--- src/rtl/dff_stream_deserializer.sv ---
// Serial-to-parallel deserializer fed by a D flip-flop stage. Valid bits are
// packed into WIDTH-bit words and offered on a valid/ready port backed by a
// single holding register. A word that completes while the holding register
// is full and not being accepted is dropped, counted and flagged.
module dff_stream_deserializer #(
  parameter int unsigned WIDTH     = 8,
  parameter bit          MSB_FIRST = 1'b0,
  parameter int unsigned CNT_W     = 8
) (
  input  logic                     clk,
  input  logic                     rst,
  input  logic                     bit_in,
  input  logic                     bit_valid,
  input  logic                     clear,
  output logic [WIDTH-1:0]         word_out,
  output logic                     word_valid,
  input  logic                     word_ready,
  output logic [$clog2(WIDTH)-1:0] bit_cnt,
  output logic                     overflow,
  output logic [CNT_W-1:0]         drop_cnt
);

  localparam int unsigned CW = $clog2(WIDTH);

  typedef enum logic {
    EMPTY = 1'b0,
    FULL  = 1'b1
  } hold_state_t;

  hold_state_t      state_q, state_d;
  logic [WIDTH-1:0] shift_q, shift_d;
  logic [WIDTH-1:0] word_q,  word_d;
  logic [CW-1:0]    cnt_q,   cnt_d;
  logic             ovf_q,   ovf_d;
  logic [CNT_W-1:0] drop_q,  drop_d;

  logic [WIDTH-1:0] assembled;
  logic             complete;

  // Shift register contents after accepting bit_in, in the configured order.
  always_comb begin
    if (MSB_FIRST) begin
      assembled = {shift_q[WIDTH-2:0], bit_in};
    end else begin
      assembled = {bit_in, shift_q[WIDTH-1:1]};
    end
    complete = bit_valid && (cnt_q == CW'(WIDTH - 1));
  end

  // Next-state for assembly, holding register FSM and drop bookkeeping.
  always_comb begin
    state_d = state_q;
    shift_d = shift_q;
    word_d  = word_q;
    cnt_d   = cnt_q;
    ovf_d   = ovf_q;
    drop_d  = drop_q;

    if (clear) begin
      // Stale bits left in shift_q are harmless: a fresh word shifts in
      // WIDTH new bits before it is ever presented.
      state_d = EMPTY;
      cnt_d   = '0;
      ovf_d   = 1'b0;
      drop_d  = '0;
    end else begin
      if (bit_valid) begin
        shift_d = assembled;
        cnt_d   = complete ? '0 : cnt_q + CW'(1);
      end

      unique case (state_q)
        EMPTY: begin
          if (complete) begin
            state_d = FULL;
            word_d  = assembled;
          end
        end
        FULL: begin
          if (complete && word_ready) begin
            word_d = assembled;
          end else if (complete) begin
            ovf_d = 1'b1;
            if (drop_q != '1) begin
              drop_d = drop_q + CNT_W'(1);
            end
          end else if (word_ready) begin
            state_d = EMPTY;
          end
        end
        default: state_d = EMPTY;
      endcase
    end
  end

  // State registers with asynchronous active-low reset.
  always_ff @(posedge clk or negedge rst) begin
    if (!rst) begin
      state_q <= EMPTY;
      shift_q <= '0;
      word_q  <= '0;
      cnt_q   <= '0;
      ovf_q   <= 1'b0;
      drop_q  <= '0;
    end else begin
      state_q <= state_d;
      shift_q <= shift_d;
      word_q  <= word_d;
      cnt_q   <= cnt_d;
      ovf_q   <= ovf_d;
      drop_q  <= drop_d;
    end
  end

  assign word_out   = word_q;
  assign word_valid = (state_q == FULL);
  assign bit_cnt    = cnt_q;
  assign overflow   = ovf_q;
  assign drop_cnt   = drop_q;

endmodule
--- config.mk ---
export PLATFORM = sky130hd
export DESIGN_NAME = dff_stream_deserializer
export DESIGN_NICKNAME = d
export VERILOG_FILES = /design/src/rtl/dff_stream_deserializer.sv
export SDC_FILE = /design/constraint.sdc
export NUM_CORES = 1
export LEC_CHECK = 0
export ABC_AREA = 1
export ABC_CLOCK_PERIOD_IN_PS = 2000
export CAP_MARGIN = 40
export CORE_UTILIZATION = 50
export DETAILED_ROUTE_END_ITERATION = 7
export PLACE_DENSITY = 0.78
export RECOVER_POWER = 100
export SLEW_MARGIN = 25
export SYNTH_ARGS = -nofsm -noshare
export SYNTH_HDL_FRONTEND = slang
export SYNTH_SLANG_ARGS = --single-unit
--- constraint.sdc ---
create_clock -name clk -period 2 [get_ports clk]
set_clock_uncertainty 0.2 [all_clocks]
set_input_delay 0.5 -clock clk [delete_from_list [all_inputs] [get_ports clk]]
set_output_delay 0.5 -clock clk [all_outputs]
set_load 0.02 [all_outputs]
# Word-level counts from Yosys, hierarchy flattened
# Cells that the tools add are included.
# totals
regBits	29
output_inout_bits	21
wordCells	46
# classes
n_addsub	2
n_eq_ne	5
n_mux	21
bitwise_logic	2
reduce_logical	10
# ops
op	count
$mux W8	7
$pmux W8 S2	1
$mux W1	9
$mux W3	3
$add A8 B1 Y8 const B	1
$ne A8 B8 Y1 const B	1
$reduce_bool A2 Y1	4
$reduce_and A3 Y1	2
$ne A2 B2 Y1 const B	2
$reduce_and A4 Y1	1
$add A3 B1 Y3 const B	1
$eq A3 B3 Y1 const B	1
$logic_and A1 B1 Y1	2
$ne A2 B1 Y1 const B	1
$not A1 Y1	2
$pmux W1 S2	1
$reduce_and A2 Y1	1

# Depth between registers and ports, before layout
# depth
depth_word	6
depth_mapped	9
ltp_nobuf	9

# Worst setup path after synthesis
# OpenSTA, ideal clock, no wires.
# synth_path
kind	register -> register
from	register cnt_q[0] (netlist: bit_cnt[0])
to	register drop_q[7] (netlist: drop_cnt[7])
setup_time_ns	0.118
arrival_ns	1.489
slack_ns	0.193
path_stages_with_launch	10
cell_sequence	dfrtp_1 -> ha_1 -> ha_1 -> nand2_1 -> clkinv_1 -> nand2_1 -> a21oi_4 -> nor2_4 -> nand2_1 -> nand2_1
# synth_between
elab_chain_len	5
elab_cells_between_ends	6
# synth_lines
element	line	rtl
start, declared	33	logic [CW-1:0] cnt_q, cnt_d;
start signal, assigned	109	cnt_q <= cnt_d;
$eq A3 B3 Y1 (*)	47	complete = bit_valid && (cnt_q == CW'(WIDTH - 1));
$logic_and A1 B1 Y1 (*)	47	
$logic_and A1 B1 Y1	80	if (complete && word_ready) begin
$ne A2 B2 Y1 (no line)	n/a	
$reduce_and A4 Y1 (no line) (*)	n/a	
end signal, assigned	111	drop_q <= drop_d;
end, declared	35	logic [CNT_W-1:0] drop_q, drop_d;
# Mark *: on every way between the ends. The rest lies on a longest branch, timed or not.
# A chain may end at the register's enable or synchronous reset.

# Final worst setup path
# layout_path
from	register drop_q[0] (netlist: drop_cnt[0])
to	output port drop_cnt[0]
# layout_rtl
element	line	rtl
end, declared	20	output logic [CNT_W-1:0] drop_cnt
# No word-level cell between the ends.

==> results.cfg <==
[synth]
synthTopCellsByArea = dfrtp_1 (52%), nand2_1 (12%), o21ai_2 (5.2%)
synth_top_area_cell = dfrtp_1
syn_avg_cell_area_um2 = 8.915
ys_seq_area_share_pct = 51.71
synth_cell_types = 24
netlist_area_mm2 = 0.001355
synthCells = 152
syn_nets = 161
yosys_register_bits = 28
synth.top_cell.area_share_pct = 51.71
yosysWarnings = 0

[clock_tree]
cts_inserted_buffers = 3
cts_tree = done
cts_max_level = 1
cts_root_buf = clkbuf_4
clk_latency_ns = 0.33
clock_sinks = 28
cts_setup_buffers = 0
clk_pin_slew_ns = 0.15
clock_path_buffers = 2

[global_routing]
grt_use_total_pct = 21.02
top_usage_layer = met2
grt_pass1_vias = 1042
use_met1_pct = 23.84
use_met2_pct = 38.68
grt_pass1_wl_mm = 4.353
grtUsageMet3_pct = 3.672
antenna_found_initial = 0
grt_max_degree = 29
gr-total-overflow = 0

[setup_path]
cp.required_ns = 1.30
critPathMaxStageDelay_ns = 0.45
cpLargestDelayFamily = flip-flops
cp_max_fo = 5
crit_chain = dlygate4sd2_1
worstSetupStartpointType = flip-flop
crit_slowest_cell = dfrtp_1
r2r-start = bit_cnt[0]
timing.rr.end = drop_cnt[6]
crit_type = flip-flop to primary output
path_buf_inv = 1
critical_path_arrival_ns = 1.14
worst_setup_path_end_kind = primary output
worst-r2r-setup-slack_ns = 0.26
r2r.worst_path.cells = 9

[hold_path]
holdPathEnd = word_out[3]
worstHoldStart = word_out[3]
min_path_type = flip-flop to flip-flop
holdPathStages = 2

[timing]
finalSetupViolCount = 0
fmax_mhz = 543.5
timing.final.crit_share_pct = 91.99
period_needed_ns = 1.840
slew_violations = 0
relSlewSlack_pct = 53.86
finalSetupTns_ns = 0
tightestPinTransition_ns = 0.6921
rsz0062_at_grt = no
hold_violations = 0

[cells_and_area]
ff_latch_area_um2 = 700.7
syn_to_final_growth_pct = 21.24
nets = 197
fillerInstances = 234
drive_gt1_share_pct = 9.626
antenna_cells = 0
multiInputGateArea_um2 = 510.5
fin_cells = 217

[floorplan]
die_h_um = 54.06
die_x_um = 54.06
dieArea_mm2 = 0.002922
fp-row-count = 18
initial_utilization_pct = 53.72
coreArea_mm2 = 0.002522
io_pins = 27

[outcome]
outcome = finished clean

[route]
vias_per_cell = 5.009
detail_route.wl_per_cell_um = 12.05
first_pass_iters = 4
routed_wl_mm = 2.615
drtIter0Drc = 26
drc_errors = 0
ant_nets = 0
vias = 1087

[placed_design]
port_buffers = 26
hpwl_mm = 1.964
dp.cells = 213
gp_congestion = 0.8411

[power_and_ir_drop]
power_leakage_uw = 0.0009020
power_density_mw_per_mm2 = 607.5
ir_worst_vdd_uv = 459.0

[flow_run]
maxCapViolations = 0
==> cell usage after synthesis <==
| library cell | number |
|---|---|
| buf_12 | 1 |
| nor2_1 | 9 |
| ha_1 | 3 |
| o21bai_1 | 1 |
| o21ai_2 | 8 |
| nand2_1 | 45 |
| nand2_2 | 2 |
| dfrtp_1 | 28 |
| inv_1 | 18 |
| nor2_4 | 1 |
| xnor2_1 | 1 |
| buf_2 | 1 |
| a21oi_1 | 3 |
| clkinv_1 | 1 |
| nand4_1 | 1 |
| nand2_4 | 1 |
| nor2_2 | 1 |
| nor3_1 | 1 |
| inv_4 | 2 |
| o21ai_0 | 10 |
| a21oi_4 | 1 |
| nand3_4 | 1 |
| xor2_1 | 2 |
| nand3_1 | 10 |
==> kinds of logic after synthesis <==
logic type | Yosys count | synth area share [%]
AO/OA/AOI/OAI | 23 | 11.73
XOR/XNOR | 3 | 1.939
adder cells (fa/ha/maj) | 3 | 2.770
buffers and inverters | 23 | 8.032
flip-flops | 28 | 51.71
AND/OR/NAND/NOR | 72 | 23.82
==> area by class of cell <==
| type | count | area share (%) |
|---|---|---|
| clock buffers | 4 | 2.209 |
| flip-flops and latches | 28 | 42.65 |
| inverters | 21 | 5.103 |
| multi-input cells | 101 | 31.07 |
| well taps | 30 | 2.285 |
| repair buffers | 33 | 16.68 |
==> timing repair <==
item | in CTS | in global routing
endpoints found under the setup margin | 21 | 0
endpoints found under the hold margin | 0 | 0
resized for setup | 21 | 0
hold buffers | 0 | 0
==> flip-flops by register name, indices dropped and copies added, names as in the netlist <==
| name | flops |
|---|---|
| bit_cnt | 3 |
| drop_cnt | 8 |
| overflow | 1 |
| shift_q | 7 |
| word_out | 8 |
| word_valid | 1 |
==> cells in the final DEF (no fill, tap or decap), drive strengths merged <==
master and n:
buf 3, nor3 1, clkbuf 8, dlygate4sd3 2, nand3 11, nand2 48
xnor2 1, dlygate4sd2 21, inv 20, nor2 11, a21oi 4, clkdlybuf4s50 3
o21bai 1, clkinv 1, dfrtp 28, xor2 2, ha 3, o21ai 18
nand4 1
==> stage by stage <==
step	util [%]	cell area, µm²	hold WS [ns]	setup WS [ns]	total power [µW]
final	65.13	1643	0.2997	0.1602	998.0
after global routing	65.13	1643	0.3133	0.05850	1046
after CTS	67.01	1690	0.2985	0.1468	1014
after detailed placement	66.62	1680	0.2690	-0.008637	740.3
after global placement	66.62	1680	0.2663	0.009831	733.2
after floorplan	-	1355	0.004409	0.1926	681.3
==> metal layers <==
| metal | share of wire [%] | routed length (µm) | vias to the layer above |
|---|---|---|---|
| met1 | 45 | 1182 | 508 |
| met4 | 1.0 | 27 | 0 |
| li1 | - | - | 549 |
| met3 | 3.7 | 98 | 4 |
| met5 | 0 | 0 | - |
| met2 | 50 | 1305 | 26 |
==> worst reg2reg max path: cells and delay by family (launching register included) <==
kind / cells / cell delay (ns)
buffers and inverters: 1 / 0.05
and+or+nand+nor: 5 / 0.36
adders and majority gates: 2 / 0.32
AOI/OAI and AO/OA: 1 / 0.31
DFF: 1 / 0.42
==> report_power, final <==
group,switching (µW),internal [µW]
sequential,17.9,596
clock,172,112
combinational,63.1,37.6
total,253,745
==> worst max path at each step <==
stage,from,endpoint,cells after the start
finish,drop_cnt[0],drop_cnt[0],1
global route,bit_cnt[0],drop_cnt[6],9
floorplan,bit_cnt[0],drop_cnt[7],9
detailed placement,bit_valid,word_out[2],7
global placement,bit_valid,word_out[1],7
CTS,drop_cnt[0],drop_cnt[0],1
(Power assumes the default switching activity.)
==> RTL change, RTL diff (same flow settings) <==
`CNT_W`: 8 -> 6.
--- a/src/rtl/dff_stream_deserializer.sv
+++ b/src/rtl/dff_stream_deserializer.sv
@@ -7,3 +7,3 @@
   parameter bit          MSB_FIRST = 1'b0,
-  parameter int unsigned CNT_W     = 8
+  parameter int unsigned CNT_W     = 6
 ) (
Ports: changed (resized drop_cnt); port bits go from 27 to 25. No check against the original RTL was run, so the function may have changed too.
==> RTL change against the unedited design <==
Design area shrank 13%; sequential cell count shrank 2; wire length shrank 18%; synthesized cell count shrank 14%; power shrank 8.2%; utilization shrank 0.82 points; setup slack lost 0.00052 ns; count of clock-buffer cells in the layout is the same; synthesized area shrank 12%; critical endpoint is now drop_cnt[2]; largest power group unchanged.
==> RTL change: results (changes against the unedited design) <==
Worst setup path
  • Worst Path Max Fanout: 7 (+2)
  • Max incr delay on CP: 0.47 ns (+0.02 ns)
  • Worst setup path endpoint: drop_cnt[2]
  • Worst reg-to-reg setup slack: 0.20 ns (-0.06 ns)
  • Crit Reg-Reg Endpoint: drop_cnt[3]$_DFFE_PN0P_

Global routing
  • Pin count of the biggest net entering global routing: 27 (-6.9%)
  • M3 GR Usage: 3.57% (-0.10 points)
  • Met1 global-route usage: 27.2% (+3.3 points)
  • Total GRT Usage: 18.7% (-2.3 points)
  • Vias in the first global route: 839 (-19%)
  • Wire length of the first global-routing pass: 3.61 mm (-17%)

Drt
  • Met2 WL post-DR: 1.02 mm (-22%)
  • Wire per inst: 11.5 µm (-4.4%)
  • Wire length on met1: 1.04 mm (-12%)
  • Via total after detailed routing: 937 (-14%)
  • Routed met3 length: 80 µm (-18%)

Yosys
  • Xor/xnor share of the synthesized area: 0.732% (-1.2 points)
  • Post-Synth Adder-Cell Area: 3.14% (+0.37 points)
  • Seq/Total Area, Yosys: 54.4% (+2.7 points)
  • Syn Inst Count: 130 (-14%)
  • Top cells by count, synth: 40 x nand2_1, 26 x dfrtp_1, 17 x inv_1, 10 x o21ai_0, 8 x o21ai_2
  • Netlist cell types: 19 (-21%)
  • Largest cells by area after synthesis: dfrtp_1 54%, nand2_1 13%, o21ai_2 5.9%

Status
  • Status: finished clean

Pwr
  • Max VDD drop: 504 µV (+9.7%)
  • Clk pwr share: 28.1% (-0.3 points)
  • Sw frac: 23.8% (-1.5 points)

Clocking
  • Clock-pin slew on the worst setup and hold paths: 0.13 ns (-0.02 ns)
  • Post-CTS sizing: 17 (-19%)
  • Worst-skew pair later-pin latency: 0.31 ns (-0.02 ns)

Layout
  • Layout net count: 169 (-14%)
  • Fill cell count: 206 (-12%)
  • Post-Layout Cell Count: 187 (-14%)

Timing
  • Rel. slew slack: 57.5% (+3.7 points)
  • Fin crit share: 92.0% (about the same)

Hold path
  • Hold path start: word_out[0]$_DFFE_PN0P_
  • Worst Hold Endpoint: word_out[0]$_DFFE_PN0P_

Placed design
  • Placement Cell Area: 1480 µm² (-12%)
  • I/O Buffers: 24 (-7.7%)
  • Worst Setup Slack post-DPL: -0.0232 ns (-0.0145 ns)
  • Final GP Congestion: 0.805 (-4.3%)
==> RTL change: changes by cell type in the layout (fill, tap and decap cells not counted), sizes merged <==
cell,delta
clkinv,-1
xor2,-2
nand2,-8
dfrtp,-2
buf,-2
a21oi,-2
dlygate4sd2,-4
nor2,-5
nand3,-3
or2,+1
nand4,+2
inv,-2
==> RTL change: power groups by stage <==
stage | combinational [W] | sequential (W) | clock, W
finish | 0.0000884 | 0.000570 | 0.000258
global route | 0.000102 | 0.000574 | 0.000292
CTS | 0.0000995 | 0.000570 | 0.000273
detailed placement | 0.000102 | 0.000580 | 0
global placement | 0.0000988 | 0.000579 | 0
floorplan | 0.0000489 | 0.000583 | 0
==> RTL change: area by class of cell <==
cell class,count,share of cell area [%]
flip-flops and latches,26,45.3
multi-input cells,84,29.4
repair buffers,27,15.6
inverters,18,4.70
clock buffers,4,2.53
well taps,28,2.44
